==> config.mk <==
export PLATFORM = sky130hd
export DESIGN_NAME = inta_sequencer
export DESIGN_NICKNAME = d
export VERILOG_FILES = /design/src/rtl/inta_sequencer.sv
export SDC_FILE = /design/constraint.sdc
export NUM_CORES = 1
export LEC_CHECK = 0
export ABC_CLOCK_PERIOD_IN_PS = 1900
export CAP_MARGIN = 20
export CORE_ASPECT_RATIO = 0.75
export CORE_MARGIN = 3
export CORE_UTILIZATION = 50
export DETAILED_ROUTE_END_ITERATION = 6
export DONT_BUFFER_PORTS = 1
export GPL_TIMING_DRIVEN = 0
export MAX_ROUTING_LAYER = met4
export PLACE_DENSITY_LB_ADDON = 0.05
export SKIP_LAST_GASP = 1
export SYNTH_ARGS = -nofsm -noshare
export SYNTH_HDL_FRONTEND = slang
export SYNTH_SLANG_ARGS = --single-unit
==> constraint.sdc <==
create_clock -name CLK -period 1.9 [get_ports CLK]
set_clock_uncertainty 0.1 [all_clocks]
set_input_delay 0 -clock CLK [delete_from_list [all_inputs] [get_ports CLK]]
set_output_delay 0 -clock CLK [all_outputs]
set_load 0.1 [all_outputs]
==> src/rtl/inta_sequencer.sv <==
// inta_sequencer: 8259-style INTA handshake that raises INT, acknowledges the
// winning level on the first INTA pulse and drives the vector on the second.
module inta_sequencer #(
    parameter int INTA_TIMEOUT = 255
) (
    input  logic       CLK,
    input  logic       RST_N,
    input  logic       INTA_N,
    input  logic       REQ_VALID,
    input  logic [2:0] REQ_LEVEL,
    input  logic       AEOI,
    input  logic       ICW2_WR,
    input  logic [7:0] ICW2_DATA,
    output logic       INT,
    output logic       ACK1,
    output logic [2:0] ACK_LEVEL,
    output logic       ISR_CLR,
    output logic       SPURIOUS,
    output logic [7:0] DATA_OUT,
    output logic       DATA_OE,
    output logic       BUSY
);
    localparam int CW = (INTA_TIMEOUT < 2) ? 1 : $clog2(INTA_TIMEOUT + 1);

    typedef enum logic [2:0] {IDLE, INT_PEND, ACK1_LOW, WAIT2, VEC_LOW} state_t;

    state_t          state_q, state_d;
    logic            inta_q, int_q, ack1_q, isr_clr_q, spurious_q, data_oe_q, spur_q;
    logic            inta_d, int_d, ack1_d, isr_clr_d, spurious_d, data_oe_d, spur_d;
    logic [2:0]      ack_level_q, ack_level_d;
    logic [4:0]      base_q, base_d;
    logic [7:0]      data_out_q, data_out_d;
    logic [CW-1:0]   cnt_q, cnt_d;
    logic            fall, rise, timeout, pend_fall, vec_fall;
    logic            unused_icw2_low;

    assign fall     = inta_q & ~INTA_N;
    assign rise     = ~inta_q & INTA_N;
    assign timeout  = cnt_q == CW'(INTA_TIMEOUT - 1);
    assign pend_fall = (state_q == INT_PEND) && fall;
    assign vec_fall  = (state_q == WAIT2) && fall;
    assign unused_icw2_low = ^ICW2_DATA[2:0];

    always_ff @(posedge CLK or negedge RST_N) begin
        if (!RST_N) begin
            state_q     <= IDLE;
            inta_q      <= 1'b1;
            int_q       <= 1'b0;
            ack1_q      <= 1'b0;
            isr_clr_q   <= 1'b0;
            spurious_q  <= 1'b0;
            data_oe_q   <= 1'b0;
            data_out_q  <= 8'h00;
            ack_level_q <= 3'd0;
            base_q      <= 5'd0;
            cnt_q       <= '0;
            spur_q      <= 1'b0;
        end else begin
            state_q     <= state_d;
            inta_q      <= inta_d;
            int_q       <= int_d;
            ack1_q      <= ack1_d;
            isr_clr_q   <= isr_clr_d;
            spurious_q  <= spurious_d;
            data_oe_q   <= data_oe_d;
            data_out_q  <= data_out_d;
            ack_level_q <= ack_level_d;
            base_q      <= base_d;
            cnt_q       <= cnt_d;
            spur_q      <= spur_d;
        end
    end

    // A second-pulse fall wins over a timeout landing on the same cycle
    always_comb begin
        state_d = state_q;
        case (state_q)
            IDLE:     if (REQ_VALID) state_d = INT_PEND;
            INT_PEND: if (fall) state_d = ACK1_LOW;
            ACK1_LOW: if (rise) state_d = WAIT2;
            WAIT2:    state_d = fall ? VEC_LOW : (timeout ? IDLE : WAIT2);
            VEC_LOW:  if (rise) state_d = IDLE;
            default:  state_d = IDLE;
        endcase
    end

    always_comb begin
        inta_d      = INTA_N;
        int_d       = (state_d == INT_PEND) && REQ_VALID;
        ack1_d      = pend_fall && REQ_VALID;
        spurious_d  = pend_fall && !REQ_VALID;
        ack_level_d = pend_fall ? (REQ_VALID ? REQ_LEVEL : 3'd7) : ack_level_q;
        spur_d      = pend_fall ? !REQ_VALID : spur_q;
        base_d      = ICW2_WR ? ICW2_DATA[7:3] : base_q;
        cnt_d       = (state_q == ACK1_LOW && rise) ? '0 :
                      (state_q == WAIT2) ? cnt_q + CW'(1) : cnt_q;
        // base_d so an ICW2 write on the vector fall is already reflected
        data_out_d  = vec_fall ? {base_d, ack_level_q} : data_out_q;
        data_oe_d   = state_d == VEC_LOW;
        isr_clr_d   = (state_q == VEC_LOW) && rise && AEOI && !spur_q;
    end

    assign INT       = int_q;
    assign ACK1      = ack1_q;
    assign ACK_LEVEL = ack_level_q;
    assign ISR_CLR   = isr_clr_q;
    assign SPURIOUS  = spurious_q;
    assign DATA_OUT  = data_out_q;
    assign DATA_OE   = data_oe_q;
    assign BUSY      = state_q != IDLE;
endmodule

## Word level (Yosys, flattened, before mapping)

Cells that the tools add are included.

| word-level totals | value |
|---|---|
| register bits | 34 |
| output and inout port bits | 17 |

| cells by class | value |
|---|---|
| add/subtract/negate cells | 1 |
| eq/ne operators | 7 |
| mux-type cells | 11 |
| bitwise logic cells | 4 |
| reduce and logical (&&, ||, !) cells | 14 |

Operators by type and width:

| cell | number |
|---|---|
| 3-bit two-way mux | 6 |
| 8-bit two-way mux | 2 |
| 3-bit case mux with 5 select lines | 1 |
| 1-bit logical AND | 9 |
| 8-bit by 1-bit adder with 8-bit output, second input constant | 1 |
| 8-bit equality test, second input constant | 1 |
| 3-bit by 1-bit equality test with 1-bit output, second input constant | 2 |
| 3-bit by 2-bit equality test with 1-bit output, second input constant | 2 |
| 3-bit equality test, second input constant | 2 |
| 5-bit two-way mux | 1 |
| 3-bit zero test | 1 |
| 3-bit nonzero test | 1 |
| 1-bit bitwise AND | 2 |
| 1-bit zero test | 2 |
| 2-bit two-way mux | 1 |
| 1-bit NOT | 2 |
| 2-bit nonzero test | 1 |

## Depth between registers and ports, before layout

Gate-level depths: netlist (run 1).

| logic depth | value |
|---|---|
| word-level depth | 6 |
| gate-level depth with buffers | 5 |
| depth with buffers taken out | 5 |

## Least setup slack after synthesis (run 1)

No wires, ideal clock.

| timing | value |
|---|---|
| kind | register to register |
| start | register inta_q |
| end | register ack_level_q[0], in the netlist ACK_LEVEL[0] |
| data arrival time | 1.406 ns |
| data required time | 1.674 ns |
| slack | 0.268 ns |
| stages on the path, launching flop included | 5 |
| period minus slack after synthesis | 1.632 ns |
| path through | dfstp_2 -> nand3b_1 -> or3_1 -> buf_2 -> mux2_4 |

| between the ends | value |
|---|---|
| cells in the longest elaborated chain, start to end | 2 |

Ends and longest elaborated chain:

| item | RTL line | RTL |
|---|---|---|
| start, declared | 28 | `logic inta_q, int_q, ack1_q, isr_clr_q, spurious_q, data_oe_q, spur_q;` |
| start signal, assigned | 60 | `inta_q <= inta_d;` |
| 1-bit bitwise AND | 37 | `assign fall = inta_q & ~INTA_N;` |
| 1-bit logical AND | 40 | `assign pend_fall = (state_q == INT_PEND) && fall;` |
| end signal, assigned | 67 | `ack_level_q <= ack_level_d;` |
| end, declared | 30 | `logic [2:0] ack_level_q, ack_level_d;` |

Every way passes these cells.
A chain may end at the register's enable or synchronous reset.

## Final worst setup path (run 1)

| timing | value |
|---|---|
| start | register state_q[0] |
| end | output BUSY |

| between the ends | value |
|---|---|
| cells in the longest elaborated chain, start to end | 1 |

Ends and longest elaborated chain:

| item | RTL line | RTL |
|---|---|---|
| start, declared | 27 | `state_t state_q, state_d;` |
| start signal, assigned | 59 | `state_q <= state_d;` |
| 3-bit nonzero test | 110 | `assign BUSY = state_q != IDLE;` |
| end, declared | 21 | `output logic BUSY` |

Every way passes these cells.

==> reports/metrics.csv, run 1 <==
metric,value,unit
clock tree from TritonCTS,yes,
synthesized-area fraction occupied by xor and xnor cells,0.588,%
simple logic cell fraction of the synthesized area,14.7,%
buffer count from post-CTS setup fixing,0,
horizontal extent of the die,69.0,um
Cell Rows,16,
final worst path period need,1790,ps
Gate Count Post-Synth,119,
die height,53.3,um
global-route usage over all layers,17.5,%
fraction of met3 tracks used by global routing,5.69,%
Root Driver,clkbuf_8,
pin count of the biggest net entering global routing,35,
via count of the routed design,991,
Startpoint Class,flip-flop,
number of nets in the layout,163,
Max Fanout on Critical Path,10,
IO Pins,34,
maximum count of clock buffers along a single path,2,
final setup fails,0,
most frequently used flop master after synthesis,dfrtp_1,
fraction of final layout cells with drive strength greater than 1,24.1,%
Maximum Capacitance Violations,0,
Yosys warning count,0,
gr ovfl total,0,
Post-Syn Area,0.00149,mm2
total half-perimeter wirelength after legalization and detailed placement,1.87,mm
period utilization,94.0,%
wire length of the first global-routing pass,4.73,mm
compound-cell area share of the yosys netlist,8.56,%
count of filler cells inserted in the layout,204,
kind of critical path,reg -> out,
largest family of logic cells by synthesized area,multiplexers,
number of global-route vias before repair,1007,
drt initial violations,33,
met1 track demand over resource,21.8,%
Synthesized Nets,138,
summed negative setup slack over all endpoints,0,ps
core outline area,0.00272,mm2
distinct cell type count of the synthesized netlist,38,
Worst-Skew Late Latency,280,ps
CP Data Required Time,1800,ps
die area,0.00368,mm2
TritonCTS Buffers,5,
"commonest cells after routing, fill and taps aside","33 x dfrtp_1, 17 x dlygate4sd3_1, 14 x mux2_2",
unrepaired setup endpoints after global routing,no,
Synth async-reset ratio,100,%
Post-synth EDFFs,0,
via density per instance,5.48,
register area share after synthesis,57.2,%
Diodes inserted,0,
global routing met2 resource utilization,26.7,%
most area-hungry cell type in the Yosys netlist,dfrtp_1,
gpl congestion,0.753,
area growth from synthesis to layout,22.3,%
final WL,2.89,mm
synthesized area per cell,12.5,um2
number of failing hold endpoints at the final stage,0,
top cells by area in the synthesized netlist,"dfrtp_1 55%, mux2_2 11%, mux2_4 4.0%, o21ai_0 2.4%, or3_1 2.1%",
Antenna Nets Post-Route,0,
Slew @ Worst Pin,960,ps
total of buffers placed on input and output ports,0,
endpoint class of the critical path,primary output,
"post-synthesis share of cell area spent on full adders, half adders and majority gates",1.68,%
r2r setup slk,150,ps
antenna violations before repair,0,
number of clock sinks seen by CTS,34,
worst hold path type,in -> reg,
outcome,finished clean,
router iterations before antenna repair,4,
critical path data arrival time,1690,ps
number of max-slew violations in the final report,0,
Top Usage Layer GRT,met2,
headroom to the max-slew limit,36.0,%
Initial Utilization,54.7,%
clock transition at the registers of the reported paths,60,ps
remaining design rule violation count,0,
flip-flop and latch count after synthesis,34,
Max H-tree Level,2,
maximum clock rate,0.560,GHz
mux contribution to synthesized area,15.3,%
"most common cell after layout, fill and taps aside",dfrtp_1,
area fraction of the dominant cell type after synthesis,55.4,%
average routed wire per standard cell,16.0,um
## metrics by stage
step                      hold slack (ps)  cell area, um2  util, %  setup slack, ps  std cells
after floorplan                      -396            1490        -              268        119
after global placement               -395            1540     56.4              170        155
after detailed placement             -395            1540     56.4              156        155
after CTS                            34.9            1820     66.9             10.7        181
after global routing                 83.4            1820     66.9             31.9        181
final                                45.7            1820     66.9              114        181
## sequential cells by signal, summed over array words and instances, names as in the netlist
signal,flops
DATA_OUT,8
cnt_q,8
base_q,5
ACK_LEVEL,3
state_q,3
ACK1,1
DATA_OE,1
INT,1
ISR_CLR,1
SPURIOUS,1
inta_q,1
spur_q,1
## path summary, 6_finish.rpt
check	depth (start not counted)	startpoint	end
worst min-delay path	3	INTA_N	state_q[0]
min in group asynchronous	2	RST_N	base_q[0]
max in group asynchronous	2	RST_N	inta_q
worst max-delay path	2	state_q[0]	BUSY
worst min register to register	1	spur_q	spur_q
worst max register to register	4	inta_q	ACK_LEVEL[1]
## what timing repair did
item                                    4_1_cts  5_1_grt
gates resized for setup                       0        1
hold buffers                                 18        0
endpoints found under the hold margin        58        0
endpoints found under the setup margin        0        1
## worst max-delay path, stage by stage, from the launching register on
cell and delay (ps):
dfrtp_1 400, clkbuf_1 230, or3_2 780
## routing by layer
layer	part of all wire, %	routed length [um]	vias up
met1	47	1360	481
li1	-	-	486
met5	0	0	-
met2	47	1360	20
met3	4.6	134	4
met4	0.90	26	0
## kinds of logic (layout without fill, tap and decap cells)
kind of cell / Yosys count / in the layout
xor+xnor: 1 / 1
fa+ha+maj: 2 / 2
compound gates: 21 / 21
simple gates: 35 / 35
flops: 34 / 34
mux: 19 / 19
buf+inv: 7 / 33
## synthesized netlist by cell type, drive strengths merged (2+ instances only)
library cell / instances
dfrtp: 33
mux2: 18
o21ai: 7
nor2: 6
a21oi: 5
or3: 5
nand2b: 4
nand3: 4
buf: 3
inv: 3
nand2: 3
ha: 2
nand3b: 2
o2bb2ai: 2
## cell type report
class | instances | area, um2 | share of cell area (%)
buffer | 4 | 18.8 | 1.03
clock buffer | 6 | 82.6 | 4.53
clock inverter | 2 | 12.5 | 0.687
inverter | 3 | 11.3 | 0.618
multi-input combinational | 78 | 609 | 33.4
sequential | 34 | 852 | 46.8
tap | 36 | 45.0 | 2.47
timing repair buffer | 18 | 190 | 10.4
Power of run 1 is left out: the tool's default activity adds up to more than one toggle a clock period on the data nets, which glitch-free logic cannot reach.
==> run 2, diff against run 1 <==
--- a/config.mk
+++ b/config.mk
@@ -15,6 +15,7 @@
 export GPL_TIMING_DRIVEN = 0
 export MAX_ROUTING_LAYER = met4
 export PLACE_DENSITY_LB_ADDON = 0.05
+export REMOVE_ABC_BUFFERS = 1
 export SKIP_LAST_GASP = 1
 export SYNTH_ARGS = -nofsm -noshare
 export SYNTH_HDL_FRONTEND = slang
==> run 2 against run 1 <==
Global-route usage grew 1.5 points. Cell area grew 1.2%. Critical endpoint is now ACK_LEVEL[0]. Hold slack gained 10 ps. Cell count down 1.1%. Utilization increased by 0.78 points. First-iteration DRC count increased by 120%. Highest routed layer unchanged. Register-to-register slack worse by 80 ps. Sequential share of layout area decreased by 0.54 points. Wire length increased by 5.4%. Die area did not move. Setup slack worse by 45 ps. Non-clock buffer count down 2.
==> reports/metrics.csv, run 2 (synthesis gave the netlist of run 1 again) <==
metric,value,unit
outcome,finished clean,
maximum count of clock buffers along a single path,2,
summed negative setup slack over all endpoints,0,ps
"most common cell after layout, fill and taps aside",dfrtp_1,
final WL,3.04,mm
wire length of the first global-routing pass,5.06,mm
critical path data arrival time,1890,ps
final worst path period need,1830,ps
clock transition at the registers of the reported paths,70,ps
final setup fails,0,
via count of the routed design,1014,
Antenna Nets Post-Route,0,
die area,0.00368,mm2
unrepaired setup endpoints after global routing,no,
Startpoint Class,flip-flop,
CP Data Required Time,1960,ps
total of buffers placed on input and output ports,0,
endpoint class of the critical path,flip-flop,
Slew @ Worst Pin,920,ps
fraction of final layout cells with drive strength greater than 1,22.4,%
number of clock sinks seen by CTS,34,
Max H-tree Level,2,
Root Driver,clkbuf_8,
Worst-Skew Late Latency,280,ps
period utilization,96.4,%
global-route usage over all layers,19.0,%
Initial Utilization,54.7,%
maximum clock rate,0.546,GHz
IO Pins,34,
kind of critical path,reg -> reg,
count of filler cells inserted in the layout,221,
TritonCTS Buffers,5,
Cell Rows,16,
drt initial violations,71,
number of nets in the layout,161,
number of max-slew violations in the final report,0,
number of failing hold endpoints at the final stage,0,
total half-perimeter wirelength after legalization and detailed placement,1.88,mm
number of global-route vias before repair,1044,
Max Fanout on Critical Path,13,
clock tree from TritonCTS,yes,
antenna violations before repair,0,
total area of sequential cells,852,um2
router iterations before antenna repair,4,
Diodes inserted,0,
die height,53.3,um
gr ovfl total,0,
Maximum Capacitance Violations,0,
"commonest cells after routing, fill and taps aside","33 x dfrtp_1, 17 x dlygate4sd3_1, 14 x mux2_2",
via density per instance,5.66,
remaining design rule violation count,0,
core outline area,0.00272,mm2
pin count of the biggest net entering global routing,35,
combined area of the multi-input logic cells,613,um2
worst hold path type,in -> async,
area growth from synthesis to layout,23.7,%
gpl congestion,0.736,
headroom to the max-slew limit,38.7,%
average routed wire per standard cell,17.0,um
horizontal extent of the die,69.0,um
run 2: worst paths after layout:
check / depth (start not counted) / slack [ps] / start / endpoint
worst max register to register: 3 / 70 / state_q[0] / ACK_LEVEL[0]
min in group CLK: 3 / 80 / INTA_N / state_q[1]
max in group asynchronous: 2 / 1390 / RST_N / inta_q
worst min-delay path: 2 / 60 / RST_N / cnt_q[4]
worst min register to register: 1 / 420 / spur_q / spur_q
worst max-delay path: 3 / 70 / state_q[0] / ACK_LEVEL[0]
run 2: cell type report:
| type | count | area share, % |
|---|---|---|
| Sequential cell | 34 | 46.2 |
| Multi-Input combinational cell | 78 | 33.3 |
| Timing Repair Buffer | 20 | 11.1 |
| Clock buffer | 7 | 4.68 |
| Tap cell | 36 | 2.44 |
| Clock inverter | 1 | 1.63 |
| Inverter | 3 | 0.611 |
run 2: routing by layer:
| layer | vias to the layer above | wire, um | global-route usage (%) |
|---|---|---|---|
| met5 | - | 0 | - |
| met4 | 0 | 8 | 5.84 |
| met3 | 2 | 165 | 7.59 |
| met2 | 32 | 1410 | 27.5 |
| met1 | 503 | 1460 | 24.5 |
| li1 | 477 | - | - |
run 2: critical path, stage by stage (launching register included):
cell	delay (ps)
dfrtp_1	570
nand3b_1	190
or3_1	500
mux2_4	350
run 2: per-stage QoR:
stage          instance area (um2)  hold slack (ps)  util, %  setup WS, ps  instances
2_1_floorplan                 1470             -396        -           204        115
3_3_place_gp                  1520             -394     55.7          -159        151
3_5_place_dp                  1520             -395     55.7          -178        151
4_1_cts                       1840             52.5     67.7           105        179
5_1_grt                       1840             60.9     67.7          14.3        179
6_report                      1840             56.2     67.7          69.0        179
run 2: repair_timing:
item,CTS,global route
endpoints found under the setup margin,9,0
buffers inserted,2,0
hold buffers,18,0
endpoints found under the hold margin,58,0
gates resized for setup,1,0
Power of run 2 is left out for the same reason.
==> run 3, diff against run 2 <==
--- a/config.mk
+++ b/config.mk
@@ -10,6 +10,7 @@
 export CORE_ASPECT_RATIO = 0.75
 export CORE_MARGIN = 3
 export CORE_UTILIZATION = 50
+export CTS_BUF_LIST = sky130_fd_sc_hd__clkbuf_4 sky130_fd_sc_hd__clkbuf_8
 export DETAILED_ROUTE_END_ITERATION = 6
 export DONT_BUFFER_PORTS = 1
 export GPL_TIMING_DRIVEN = 0
==> run 3 against run 2 <==
Fmax barely moved. Flip-flop and latch count did not move. First-iteration DRC count fell by 1.4%. Wire length barely moved. Critical path depth did not move. Utilization rose by 0.14 points. Largest cell class unchanged.
==> reports/metrics.csv, run 3 (synthesis gave the netlist of run 1 again) <==
metric,value,unit
delay of the slowest cell on the worst path,570,ps
R2R Path End,ACK_LEVEL[0],
endpoint class of the critical path,flip-flop,
final WL,3.04,mm
core outline area,0.00272,mm2
Cell Rows,16,
TritonCTS Buffers,5,
gpl congestion,0.736,
total of buffers placed on input and output ports,0,
total half-perimeter wirelength after legalization and detailed placement,1.88,mm
kind of critical path,reg -> reg,
maximum clock rate,0.546,GHz
Diodes inserted,0,
number of max-slew violations in the final report,0,
via count of the routed design,1012,
final worst path period need,1830,ps
Worst-Skew Late Latency,280,ps
via density per instance,5.65,
headroom to the max-slew limit,38.7,%
IO Pins,34,
count of non-filler cells in the finished layout,179,
summed negative setup slack over all endpoints,0,ps
Max H-tree Level,2,
Maximum Capacitance Violations,0,
antenna violations before repair,0,
count of filler cells inserted in the layout,219,
drt initial violations,70,
worst hold path type,in -> async,
FF-to-FF path depth,3,
number of clock sinks seen by CTS,34,
wire length of the first global-routing pass,5.06,mm
Initial Utilization,54.7,%
area growth from synthesis to layout,23.9,%
number of cells on the critical path,3,
"Largest delay share family, worst path",simple AND/OR/NAND/NOR gates,
Startpoint Class,flip-flop,
"most common cell after layout, fill and taps aside",dfrtp_1,
Slew @ Worst Pin,920,ps
period utilization,96.4,%
fraction of final layout cells with drive strength greater than 1,23.1,%
worst reg2reg path startpoint,state_q[0],
router iterations before antenna repair,4,
cell count after placement,151,
die height,53.3,um
critical path data arrival time,1890,ps
r2r setup slk,70,ps
maximum count of clock buffers along a single path,2,
list of cells traversed by the critical path,nand3b_1 -> or3_1 -> mux2_4,
Antenna Nets Post-Route,0,
number of nets in the layout,161,
remaining design rule violation count,0,
clock transition at the registers of the reported paths,70,ps
"commonest cells after routing, fill and taps aside","33 x dfrtp_1, 17 x dlygate4sd3_1, 14 x mux2_2",
number of global-route vias before repair,1044,
global-route usage over all layers,19.0,%
CP Data Required Time,1960,ps
outcome,finished clean,
Root Driver,clkbuf_8,
unrepaired setup endpoints after global routing,no,
Max Fanout on Critical Path,13,
number of failing hold endpoints at the final stage,0,
clock tree from TritonCTS,yes,
slowest CP cell,dfrtp_1,
average routed wire per standard cell,17.0,um
final setup fails,0,
gr ovfl total,0,
horizontal extent of the die,69.0,um
die area,0.00368,mm2
Critical path buffers and inverters,0,
pin count of the biggest net entering global routing,35,
run 3: changes by cell type in the layout (fill, tap and decap cells not counted):
cell / delta
clkbuf_1: -1
clkbuf_4: +1
run 3: repair_timing:
| item | CTS | global route |
|---|---|---|
| resized for setup | 1 | 0 |
| endpoints found under the hold margin | 58 | 0 |
| buffers inserted | 2 | 0 |
| setup endpoints to repair | 9 | 0 |
| hold buffers | 18 | 0 |
run 3: how the worst max path moves through the flow:
stage / start / to / slack (ps)
final: state_q[0] / ACK_LEVEL[0] / 70
after global routing: state_q[0] / ACK_LEVEL[0] / 10
after CTS: state_q[0] / ACK_LEVEL[2] / 100
after detailed placement: state_q[0] / DATA_OUT[3] / -180
after global placement: state_q[0] / DATA_OUT[3] / -160
after floorplan: state_q[0] / DATA_OUT[0] / 200
run 3: worst register-to-register path, cell delays in order, from the launching register on:
cell and delay, ps:
dfrtp_1 570, nand3b_1 190, or3_1 500, mux2_4 350
run 3: cell type report:
cell class                 count  area [um2]  area share (%)
clock buffer                   7        90.1            4.88
clock inverter                 1        30.0            1.63
inverter                       3        11.3           0.610
multi-input combinational     78         613            33.2
sequential                    34         852            46.1
tap                           36        45.0            2.44
timing repair buffer          20         205            11.1
run 3: metal layers:
| layer | GRT usage [%] | vias up | part of all wire [%] |
|---|---|---|---|
| met5 | - | - | 0 |
| met4 | 5.84 | 0 | 0.26 |
| met3 | 7.59 | 2 | 4.7 |
| met2 | 27.5 | 27 | 46 |
| met1 | 24.5 | 506 | 49 |
| li1 | - | 477 | - |
run 3: per-stage QoR:
step	utilization (%)	instance area, um2	hold slack (ps)	worst slack [ps]
detailed placement	55.7	1520	-395	-178
finish	67.8	1850	56.1	69.0
global placement	55.7	1520	-394	-159
CTS	67.8	1850	50.6	105
floorplan	-	1470	-396	204
global route	67.8	1850	61.3	14.3
Power of run 3 is left out for the same reason.
